[src/rtl/dac_sample_feeder_pkg.sv]
// Shared types and constants for the DAC sample feeder.
package dac_feeder_pkg;

    localparam int DW_DEFAULT     = 24;
    localparam int UNDERRUN_CNT_W = 16;

    typedef enum logic {
        PRIME = 1'b0,
        RUN   = 1'b1
    } feeder_state_t;

endpackage

[src/rtl/dac_sample_feeder_fifo.sv]
// Synchronous FIFO holding packed stereo samples; head entry is read combinationally.
module sample_fifo #(
    parameter int DEPTH = 8,
    parameter int W     = 48
) (
    input  logic                       clk,
    input  logic                       rst,
    input  logic                       push,
    input  logic                       pop,
    input  logic [W-1:0]               din,
    output logic [W-1:0]               dout,
    output logic                       full,
    output logic                       empty,
    output logic [$clog2(DEPTH):0]     level
);
    localparam int AW = $clog2(DEPTH);
    localparam int LW = AW + 1;

    logic [W-1:0]  mem [DEPTH];
    logic [AW-1:0] wr_ptr;
    logic [AW-1:0] rd_ptr;
    logic          do_push;
    logic          do_pop;

    assign full    = (level == LW'(DEPTH));
    assign empty   = (level == '0);
    assign do_push = push && !full;
    assign do_pop  = pop && !empty;
    assign dout    = mem[rd_ptr];

    always_ff @(posedge clk) begin
        if (do_push) mem[wr_ptr] <= din;
    end

    // Power-of-two depth lets the pointers wrap naturally.
    always_ff @(posedge clk) begin
        if (rst) begin
            wr_ptr <= '0;
            rd_ptr <= '0;
            level  <= '0;
        end else begin
            if (do_push) wr_ptr <= wr_ptr + 1'b1;
            if (do_pop)  rd_ptr <= rd_ptr + 1'b1;
            case ({do_push, do_pop})
                2'b10:   level <= level + 1'b1;
                2'b01:   level <= level - 1'b1;
                default: level <= level;
            endcase
        end
    end

endmodule

[src/rtl/dac_sample_feeder.sv]
// Stereo sample buffer feeding the codec DAC words once per LRCK frame.
// Optional FEEDER_MUTE_ON_UNDERRUN_EN: zero the words on underrun and on PRIME frames.
module dac_sample_feeder
    import dac_feeder_pkg::*;
#(
    parameter int DEPTH = 8,
    parameter int DW    = DW_DEFAULT
) (
    input  logic                      clk,
    input  logic                      rst,
    input  logic                      s_valid,
    output logic                      s_ready,
    input  logic [DW-1:0]             s_left,
    input  logic [DW-1:0]             s_right,
    input  logic                      lrck,
    output logic [DW-1:0]             LCH_DAC,
    output logic [DW-1:0]             RCH_DAC,
    output logic [$clog2(DEPTH):0]    level,
    output logic                      running,
    output logic                      underrun,
    output logic [UNDERRUN_CNT_W-1:0] underrun_cnt
);
    localparam int LW = $clog2(DEPTH) + 1;
`ifdef FEEDER_MUTE_ON_UNDERRUN_EN
    localparam bit MUTE_EN = 1'b1;
`else
    localparam bit MUTE_EN = 1'b0;
`endif

    feeder_state_t state, next_state;
    logic          lrck_d;
    logic          fs;
    logic          full;
    logic          empty;
    logic          pop;
    logic          mute;
    logic          ur_hit;
    logic          prime_ok;
    logic [2*DW-1:0] head;

    // lrck_d tracks lrck even in reset so a high lrck at release is not an edge.
    always_ff @(posedge clk) lrck_d <= lrck;

    assign fs       = lrck && !lrck_d;
    assign s_ready  = !rst && !full;
    assign prime_ok = (level >= LW'(DEPTH / 2));
    assign running  = (state == RUN);

    sample_fifo #(.DEPTH(DEPTH), .W(2 * DW)) u_fifo (
        .clk   (clk),
        .rst   (rst),
        .push  (s_valid && s_ready),
        .pop   (pop),
        .din   ({s_left, s_right}),
        .dout  (head),
        .full  (full),
        .empty (empty),
        .level (level)
    );

    always_ff @(posedge clk) begin
        if (rst) state <= PRIME;
        else     state <= next_state;
    end

    always_comb begin
        next_state = state;
        case (state)
            PRIME:   if (fs && prime_ok) next_state = RUN;
            RUN:     if (fs && empty)    next_state = PRIME;
            default: next_state = PRIME;
        endcase
    end

    always_comb begin
        pop    = 1'b0;
        mute   = 1'b0;
        ur_hit = 1'b0;
        case (state)
            PRIME: begin
                if (fs) begin
                    pop  = prime_ok;
                    mute = MUTE_EN && !prime_ok;
                end
            end
            RUN: begin
                if (fs) begin
                    pop    = !empty;
                    ur_hit = empty;
                    mute   = MUTE_EN && empty;
                end
            end
            default: ;
        endcase
    end

    always_ff @(posedge clk) begin
        if (rst) begin
            LCH_DAC <= '0;
            RCH_DAC <= '0;
        end else if (pop) begin
            {LCH_DAC, RCH_DAC} <= head;
        end else if (mute) begin
            LCH_DAC <= '0;
            RCH_DAC <= '0;
        end
    end

    always_ff @(posedge clk) begin
        if (rst) underrun <= 1'b0;
        else     underrun <= ur_hit;
    end

    always_ff @(posedge clk) begin
        if (rst)                             underrun_cnt <= '0;
        else if (ur_hit && underrun_cnt != '1) underrun_cnt <= underrun_cnt + 1'b1;
    end

endmodule

[config.mk]
export PLATFORM = sky130hd
export DESIGN_NAME = dac_sample_feeder
export DESIGN_NICKNAME = d
export VERILOG_FILES = /design/src/rtl/dac_sample_feeder_pkg.sv /design/src/rtl/dac_sample_feeder_fifo.sv /design/src/rtl/dac_sample_feeder.sv
export SDC_FILE = /design/constraint.sdc
export NUM_CORES = 1
export LEC_CHECK = 0
export CELL_PAD_IN_SITES_DETAIL_PLACEMENT = 0
export CELL_PAD_IN_SITES_GLOBAL_PLACEMENT = 1
export CORE_MARGIN = 2
export CORE_UTILIZATION = 51
export DETAILED_ROUTE_END_ITERATION = 12
export GPL_TIMING_DRIVEN = 0
export PLACE_DENSITY_LB_ADDON = 0.1
export SLEW_MARGIN = 5
export SYNTH_ARGS = -nofsm -noshare
export SYNTH_HDL_FRONTEND = slang
export SYNTH_SLANG_ARGS = --single-unit
export TNS_END_PERCENT = 100
[constraint.sdc]
create_clock -name clk -period 7.29 [get_ports clk]
set_input_delay 0.729 -clock clk [delete_from_list [all_inputs] [get_ports clk]]
set_output_delay 0.729 -clock clk [all_outputs]
set_load 0.05 [all_outputs]
Yosys cells after proc, flatten, opt, wreduce, memory -nomap -nowiden
Memory sizes are Yosys's and may differ from the RTL's. A register that Yosys moved wholly into a read port is not among the register bits.
Cells that the tools add are included.
- input bits: 52
- register bits after elaboration: 29
- memories kept: 1
- output and inout bits: 71
- RAM bits: 384
- equality and inequality tests: 4
- bitwise logic cells: 1
- reductions and logical operators: 14
- add/sub/neg operators: 5
- magnitude comparators: 1
- muxes and demuxes: 11
- memories (memory ; words ; width ; rd ports ; clocked after memory_dff ; wr ports ; line ; text):
    u_fifo.mem ; 8 ; 48 ; 1 ; 1 ; 1 ; dac_sample_feeder_fifo.sv:19 ; logic [W-1:0] mem [DEPTH];
- operator list (operator ; number):
    adder 16 x 1 -> 16 bit (second input constant) ; 1
    != test 16 bit (second input constant) ; 1
    logical AND 1 bit ; 8
    two-way mux 1 bit ; 8
    one-hot mux 4 bit (2 select lines) ; 1
    adder 3 x 1 -> 3 bit (second input constant) ; 2
    adder 4 x 1 -> 4 bit (second input constant) ; 1
    equality test 4 bit (second input constant) ; 1
    greater-or-equal comparator 4 x 3 -> 1 bit (second input constant) ; 1
    logical NOT 1 bit ; 4
    logical NOT 4 bit ; 1
    one-hot mux 1 bit (2 select lines) ; 2
    subtractor 4 x 1 -> 4 bit (second input constant) ; 1
    equality test 2 x 1 -> 1 bit (second input constant) ; 1
    equality test 2 bit (second input constant) ; 1
    nonzero test 2 bit ; 1
    NOT 1 bit ; 1

Logic depth before layout (Yosys ltp)
Gate-level depths: netlist of run 1.
- depth in word-level cells: 7
- mapped depth: 10
- depth with buffers taken out: 10

By module
A second synthesis of run 1 with hierarchy kept.
- cell total of the unflattened synthesis: 945
- area, all modules: 17865.9 µm²
- modules (own cells, without submodules) (module ; area an instance (µm²) ; instances ; sequential area each (µm²) ; cells each):
    sample_fifo ; 15333.5 ; 1 ; 11791.3 ; 630
    dac_sample_feeder ; 2532.4 ; 1 ; 1341.3 ; 315

Least setup slack after synthesis of run 1
OpenSTA, ideal clock, no wires.
- kind: reg2reg
- from: register u_fifo.level[0]
- to: memory u_fifo.mem[0][0], enable pin
- setup time: 513 ps
- data required time: 6777 ps
- stages on the path, launching flop included: 6
- path buffers: 0
- setup slack: 1232 ps
- arrival: 5545 ps
- clock period less this slack: 6058 ps
- cells stage by stage: dfxtp_1 > nor4b_1 > nor2_1 > nand2_1 > or2_2 > nor3_1
- longest elaborated chain between the ends: 7
- ends and longest elaborated chain (what ; line ; text):
    start: declaration ; dac_sample_feeder_fifo.sv:14 ; output logic [$clog2(DEPTH):0] level
    start signal: assignment ; dac_sample_feeder_fifo.sv:45 ; 2'b10: level <= level + 1'b1;
    start signal: assignment ; dac_sample_feeder_fifo.sv:46 ; 2'b01: level <= level - 1'b1;
    start signal: assignment ; dac_sample_feeder_fifo.sv:47 ; default: level <= level;
    equality test 4 bit ; dac_sample_feeder_fifo.sv:25 ; assign full = (level == LW'(DEPTH));
    logical NOT 1 bit ; dac_sample_feeder.sv:45 ; assign s_ready = !rst && !full;
    logical AND 1 bit ; dac_sample_feeder.sv:45 ;
    net s_ready ; dac_sample_feeder.sv:12 ; output logic s_ready,
    logical AND 1 bit ; dac_sample_feeder.sv:52 ; .push (s_valid && s_ready),
    logical AND 1 bit ; dac_sample_feeder_fifo.sv:27 ; assign do_push = push && !full;
    two-way mux 1 bit ; dac_sample_feeder_fifo.sv:32 ; if (do_push) mem[wr_ptr] <= din;
    two-way mux 1 bit (not written as such) ; dac_sample_feeder_fifo.sv:32 ;
    end: declaration ; dac_sample_feeder_fifo.sv:19 ;
The timed path passes the listed nets, and every way through them passes these cells.

Final worst setup path of run 1
- from: input lrck
- to: register u_fifo.level[3]
- longest elaborated chain between the ends: 6
- ends and longest elaborated chain (what ; line ; text):
    start: declaration ; dac_sample_feeder.sv:15 ; input logic lrck,
    logical AND 1 bit * ; dac_sample_feeder.sv:44 ; assign fs = lrck && !lrck_d;
    two-way mux 1 bit, on equally long branches ; dac_sample_feeder.sv:87, dac_sample_feeder.sv:81 ;
    one-hot mux 1 bit (2 select lines) * ; dac_sample_feeder.sv:79 ; case (state)
    logical AND 1 bit * ; dac_sample_feeder_fifo.sv:28 ; assign do_pop = pop && !empty;
    net u_fifo.do_pop ; dac_sample_feeder_fifo.sv:23 ; logic do_pop;
    equality test 2 x 1 -> 1 bit / equality test 2 bit (equally long branches) ; dac_sample_feeder_fifo.sv:44 ; case ({do_push, do_pop})
    one-hot mux 4 bit (2 select lines) / nonzero test 2 bit (equally long branches) ; n/a ;
Mark *: on every way through the listed nets, which the timed path passes. The rest lies on a longest branch.
A chain may end at the register's enable or synchronous reset.

==> flow_summary.ini, run 1 <==
[run_status]
outcome = completed

[cts]
clock_latency_ps = 560
postCtsSetupBuffers = 0
hold_buffers = 0
clkSinkCount = 461
cts_max_level = 2
clk_pin_slew_ps = 60
cts_tree = yes
cts_resized = 0
cts.path.max_buffers = 3
cts_root_buf = clkbuf_16
numCtsBuffers = 47

[logic_synthesis]
syn-mean-instance-area_um2 = 19.5
synth-edff-count = 384
synth_ff_type = edfxtp_1
synth_area_leaders = edfxtp_1 (66%), mux4_2 (12%), dfxtp_1 (8.9%)
yosys_warnings = 0
yosysSeqAreaShare_pct = 75.2
yosysTopAreaCell = edfxtp_1
syn-cell-area_mm2 = 0.0174
yosys-top-cells-count = edfxtp_1 (384), mux4_2 (96), nor2_1 (81)
synth.most_common_cell = edfxtp_1
synth_top_area_share_pct = 66.3
synth.distinct_cells = 42
ys_seq_elements = 461
async_reset_ff_share_pct = 0
synth_cells = 890
synth_nets = 949

[route]
remaining_drc_errors = 0
viasPerCell = 5.59
drtIter0Drc = 659
vias = 8775
first_pass_iters = 5
antenna_left = 0
wl_per_cell_um = 23.2
routed_wl_um = 36400

[sta]
fmax_mhz = 283
fin_skew_ps = 30.7
rsz0062_at_grt = false
finalHoldViolations = 0
slew_viol_final = 0
fin_crit_sh_pct = 48.5
fin_setup_tns_ps = 0
min_period_ps = 3530
max_slew_margin_pct = 31.1
worstMarginPinSlew_ps = 1030
setup_viol = 0

[setup_path]
critPathMaxFanout = 10
worstPathRequired_ps = 7760
endpoint_kind = flop
crit_type = in -> reg
arrival_ps = 4000
cp-start-kind = input port

[power_and_ir_drop]
pwr-share-comb_pct = 2.5
p_leak_uw = 0.00650
p_seq_share_pct = 53.9
p_per_area_mw_per_mm2 = 254
pwr-share-clk_pct = 43.6
intPower_uw = 4300
power.switching_uw = 1060
power_switching_share_pct = 19.7
vdd_drop_max_v = 0.000209

[min_path]
hold_class = reg -> reg

[cells_and_area]
fillers = 2412
num_antenna_cells = 0
fin_nets = 1143
syn2layout_area_growth_pct = 21.4
final_util_pct = 63.0
drive_gt1_share_pct = 20.1

[die]
dieWidth_um = 189
dieArea_mm2 = 0.0356
ios = 123
die_height_um = 189
start_util_pct = 51.9
rows = 67
core_mm2 = 0.0335

[global_routing]
grt_max_degree = 24
grt_pass1_wl_um = 55500
grt_antenna_before_repair = 2
first_global_vias = 8995
grt_overflow = 0
track_usage_pct = 20.9

[flow_run]
cap_violations = 0

[place]
gp_congestion = 0.755
hpwl_um = 23000
portBuffers = 121
-- cells by family after synthesis --
family                     count (synthesis)  share of synthesized area (%)
muxes                                    146                           15.3
AOI/OAI and AO/OA                         66                           2.71
xor gates and xnor gates                  17                          0.856
DFF                                      461                           75.2
adders and majority gates                  7                          0.547
buffers and inverters                     55                           1.48
and+or+nand+nor                          138                           3.91
-- layout make-up --
class                   count  area [um2]  area share (%)
inverters                   5        18.8          0.0889
well taps                 448         561            2.65
repair buffers            145        1600            7.59
plain buffers              50         239            1.13
multi-input cells         374        4110            19.5
flip-flops and latches    461       13100            61.9
clock inverters            26         248            1.17
clock buffers              61        1260            5.97
-- worst max-delay path, cell delays in order --
cell and delay, ps:
clkdlybuf4s50_1 500, nand2b_1 100, a21oi_2 760, clkbuf_1 500, ha_1 300, ha_1 250
a21o_1 180, a21oi_1 160, xnor2_1 90, or3_1 310, a21oi_1 140
-- power by group through the flow --
stage	Combinational [uW]	Clock, uW	Sequential (uW)
detailed placement	137	0	2950
global route	147	2490	2890
finish	135	2340	2890
global placement	124	0	2950
floorplan	46.9	0	2950
CTS	138	2370	2890
-- metal layers --
| metal | global-route usage (%) | routed length [um] |
|---|---|---|
| met1 | 29.3 | 16200 |
| met2 | 35.0 | 18000 |
| met3 | 3.17 | 1600 |
| met4 | 4.87 | 576 |
| met5 | 0 | 11 |
-- sequential cells by signal, summed over array words and instances (netlist names) --
signal / count
underrun: 1
lrck_d: 1
LCH_DAC: 24
underrun_cnt: 16
u_fifo.mem: 384
running: 1
u_fifo.level: 4
u_fifo.rd_ptr: 3
RCH_DAC: 24
u_fifo.wr_ptr: 3
-- stage by stage --
step	cells	total power (uW)	worst slack, ps	instance area (um2)	hold WS [ps]
3_5_place_dp	1483	3080	3140	19600	482
4_1_cts	1570	5400	3670	21100	498
5_1_grt	1570	5520	3520	21100	516
6_report	1570	5360	3760	21100	495
3_3_place_gp	1459	3070	-1660	19200	478
2_1_floorplan	890	3000	1230	17400	462
-- layout by cell type, fill, tap and decap left out, types with 4 or more instances in the layout --
master,instances
edfxtp_1,384
clkdlybuf4s50_1,121
mux4_2,96
dfxtp_1,77
nor2_1,75
mux2i_1,50
a211oi_1,50
clkbuf_16,48
clkbuf_1,34
buf_2,20
buf_4,12
nand2_1,12
clkinv_1,10
xnor2_1,9
xor2_1,8
nand3_1,7
nand4_1,7
a21oi_1,7
buf_12,7
nor2_4,6
ha_1,6
inv_1,5
buf_6,5
clkinv_2,5
buf_16,5
nor4_1,4
bufinv_16,4
-- worst paths after layout --
check / start / endpoint / slack, ps / depth (start not counted)
worst max-delay path: lrck / u_fifo.level[3] / 3760 / 11
worst min-delay path: LCH_DAC[5] / LCH_DAC[5] / 500 / 2
worst max register to register: u_fifo.level[0] / u_fifo.level[3] / 3810 / 10
worst min register to register: LCH_DAC[5] / LCH_DAC[5] / 500 / 2
Note: power is estimated with default switching activity, not from simulation.
==> run 2, diff against run 1 <==
--- a/config.mk
+++ b/config.mk
@@ -8,7 +8,7 @@
 export CELL_PAD_IN_SITES_DETAIL_PLACEMENT = 0
 export CELL_PAD_IN_SITES_GLOBAL_PLACEMENT = 1
 export CORE_MARGIN = 2
-export CORE_UTILIZATION = 51
+export CORE_UTILIZATION = 46
 export DETAILED_ROUTE_END_ITERATION = 12
 export GPL_TIMING_DRIVEN = 0
 export PLACE_DENSITY_LB_ADDON = 0.1
==> constraint.sdc (replaced) <==
create_clock -name clk -period 3.12 [get_ports clk]
set_input_delay 0.312 -clock clk [delete_from_list [all_inputs] [get_ports clk]]
set_output_delay 0.312 -clock clk [all_outputs]
set_load 0.05 [all_outputs]
==> run 2 against run 1 <==
First-iteration DRC count decreased by 13%. Power grew 140%. Clock skew is 22 ps lower. Cell count is 3.9% higher. Die area is 11% higher. Count of clock-buffer cells in the layout up 6. Register-to-register slack got worse by 3500 ps. Largest power group unchanged. Sequential power grew 130%. Critical endpoint unchanged. Design area grew 1.1%.
==> flow_summary.ini, run 2 (same netlist as run 1, synthesis figures left out) <==
[setup_path]
max_stage_delay_ps = 700
arrival_ps = 3320
critPathLaunch = running
crit_type = reg -> reg
crit_slowest_cell = a21oi_4
cp_cell_sequence = o21ai_0 > a21oi_4 > ha_1 > ha_1 > a21o_1 > a21oi_1 > xnor2_1 > or3_1 > a21oi_1
cp_num_buf_inv = 0
cp-start-kind = flop
worstPathRequired_ps = 3610
endpoint_kind = flop
crit_family = compound AO/OA/AOI/OAI gates
critPathMaxFanout = 19
r2r_start = running

[cells_and_area]
largest_register_ffs = 384
final_cell_mix = edfxtp_1 (384), clkdlybuf4s50_1 (121), mux4_2 (96)
register_area_mm2 = 0.0131
syn2layout_area_growth_pct = 22.7
reg_top3 = u_fifo.mem x384, LCH_DAC x24, RCH_DAC x24
final_area_mm2 = 0.0213
multiInputGateArea_mm2 = 0.00415
stdcell_count = 1631
drive_gt1_share_pct = 20.6
final_common_cell = edfxtp_1
largest_register = u_fifo.mem
fin_nets = 1138
fillers = 2978

[route]
viasPerCell = 5.42
drtIter0Drc = 572
antenna_left = 0
wl_per_cell_um = 23.1
routed_wl_um = 37700
highest_layer = met5
met1_length_um = 17000
vias = 8840
wl_met2_um = 18300
first_pass_iters = 4
met3_length_um = 1880
remaining_drc_errors = 0

[global_routing]
grt_pass1_wl_um = 57100
first_global_vias = 9039
grt_max_degree = 22
grt_overflow = 0
track_usage_pct = 20.0
grt_antenna_before_repair = 3

[cts]
cts_resized = 1
numCtsBuffers = 48
clock_latency_ps = 570
cts.path.max_buffers = 3
cts_root_buf = clkbuf_16
clk_pin_slew_ps = 60
postCtsSetupBuffers = 0
hold_buffers = 0
clkSinkCount = 461
cts_tree = yes
cts_max_level = 2

[die]
dieWidth_um = 198
die_height_um = 198
core_mm2 = 0.0375
rows = 71
ios = 123
dieArea_mm2 = 0.0394
start_util_pct = 46.4

[min_path]
min_from = rst
hold_class = in -> reg

[sta]
finalHoldViolations = 0
setup_viol = 0
worstMarginPinSlew_ps = 970
max_slew_margin_pct = 35.3
slew_viol_final = 0
min_period_ps = 2830
fin_ws_ps = 294
fin_skew_ps = 8.39
fin_crit_sh_pct = 90.6
fin_setup_tns_ps = 0
rsz0062_at_grt = false
fmax_mhz = 354
hold_slack_ps = 138

[place]
hpwl_um = 23400
dp_slack_ps = -558
dp.cells = 1541
placed_cell_area_mm2 = 0.0197
gp_congestion = 0.751
portBuffers = 121

[run_status]
outcome = completed

[flow_run]
cap_violations = 0

[power_and_ir_drop]
vdd_drop_max_v = 0.000455
p_leak_uw = 0.00654
p_per_area_mw_per_mm2 = 600
==> run 2: per-layer routing <==
layer	up-vias	global-route usage [%]
met3	47	3.71
met2	204	31.8
li1	3982	-
met4	4	4.75
met1	4603	29.0
met5	-	0
==> run 2: final timing paths <==
| path | endpoint | slack, ps | cells after the start |
|---|---|---|---|
| worst max-delay path | u_fifo.level[3] | 290 | 9 |
| worst min-delay path | u_fifo.wr_ptr[1] | 140 | 4 |
| worst max register to register | u_fifo.level[3] | 290 | 9 |
| worst min register to register | LCH_DAC[5] | 500 | 2 |
==> run 2: final cells by class <==
cell class | instances | share of cell area [%]
multi-input cells | 374 | 19.5
diodes | 1 | 0.0117
clock inverters | 23 | 1.14
inverters | 5 | 0.0880
flip-flops and latches | 461 | 61.3
repair buffers | 140 | 7.52
clock buffers | 67 | 6.35
plain buffers | 49 | 1.10
well taps | 511 | 3.00
==> run 2: tightest hold or removal path: stages <==
cell and delay (ps):
buf_4 150, nor2_4 70, nand3_1 80, nand2_1 40
==> run 2: where the power goes <==
group	total, uW	switching [uW]	leakage, uW	internal (uW)
Clock	5730	2290	0.000782	3440
Sequential	6750	20.8	0.00409	6730
Combinational	328	190	0.00167	137
Total	12800	2500	0.00654	10300
==> run 2: per-stage QoR <==
| stage | utilization, % | power [uW] |
|---|---|---|
| 2_1_floorplan | - | 7000 |
| 3_3_place_gp | 51.5 | 7180 |
| 3_5_place_dp | 52.6 | 7210 |
| 4_1_cts | 56.9 | 12900 |
| 5_1_grt | 56.9 | 13200 |
| 6_report | 56.9 | 12800 |
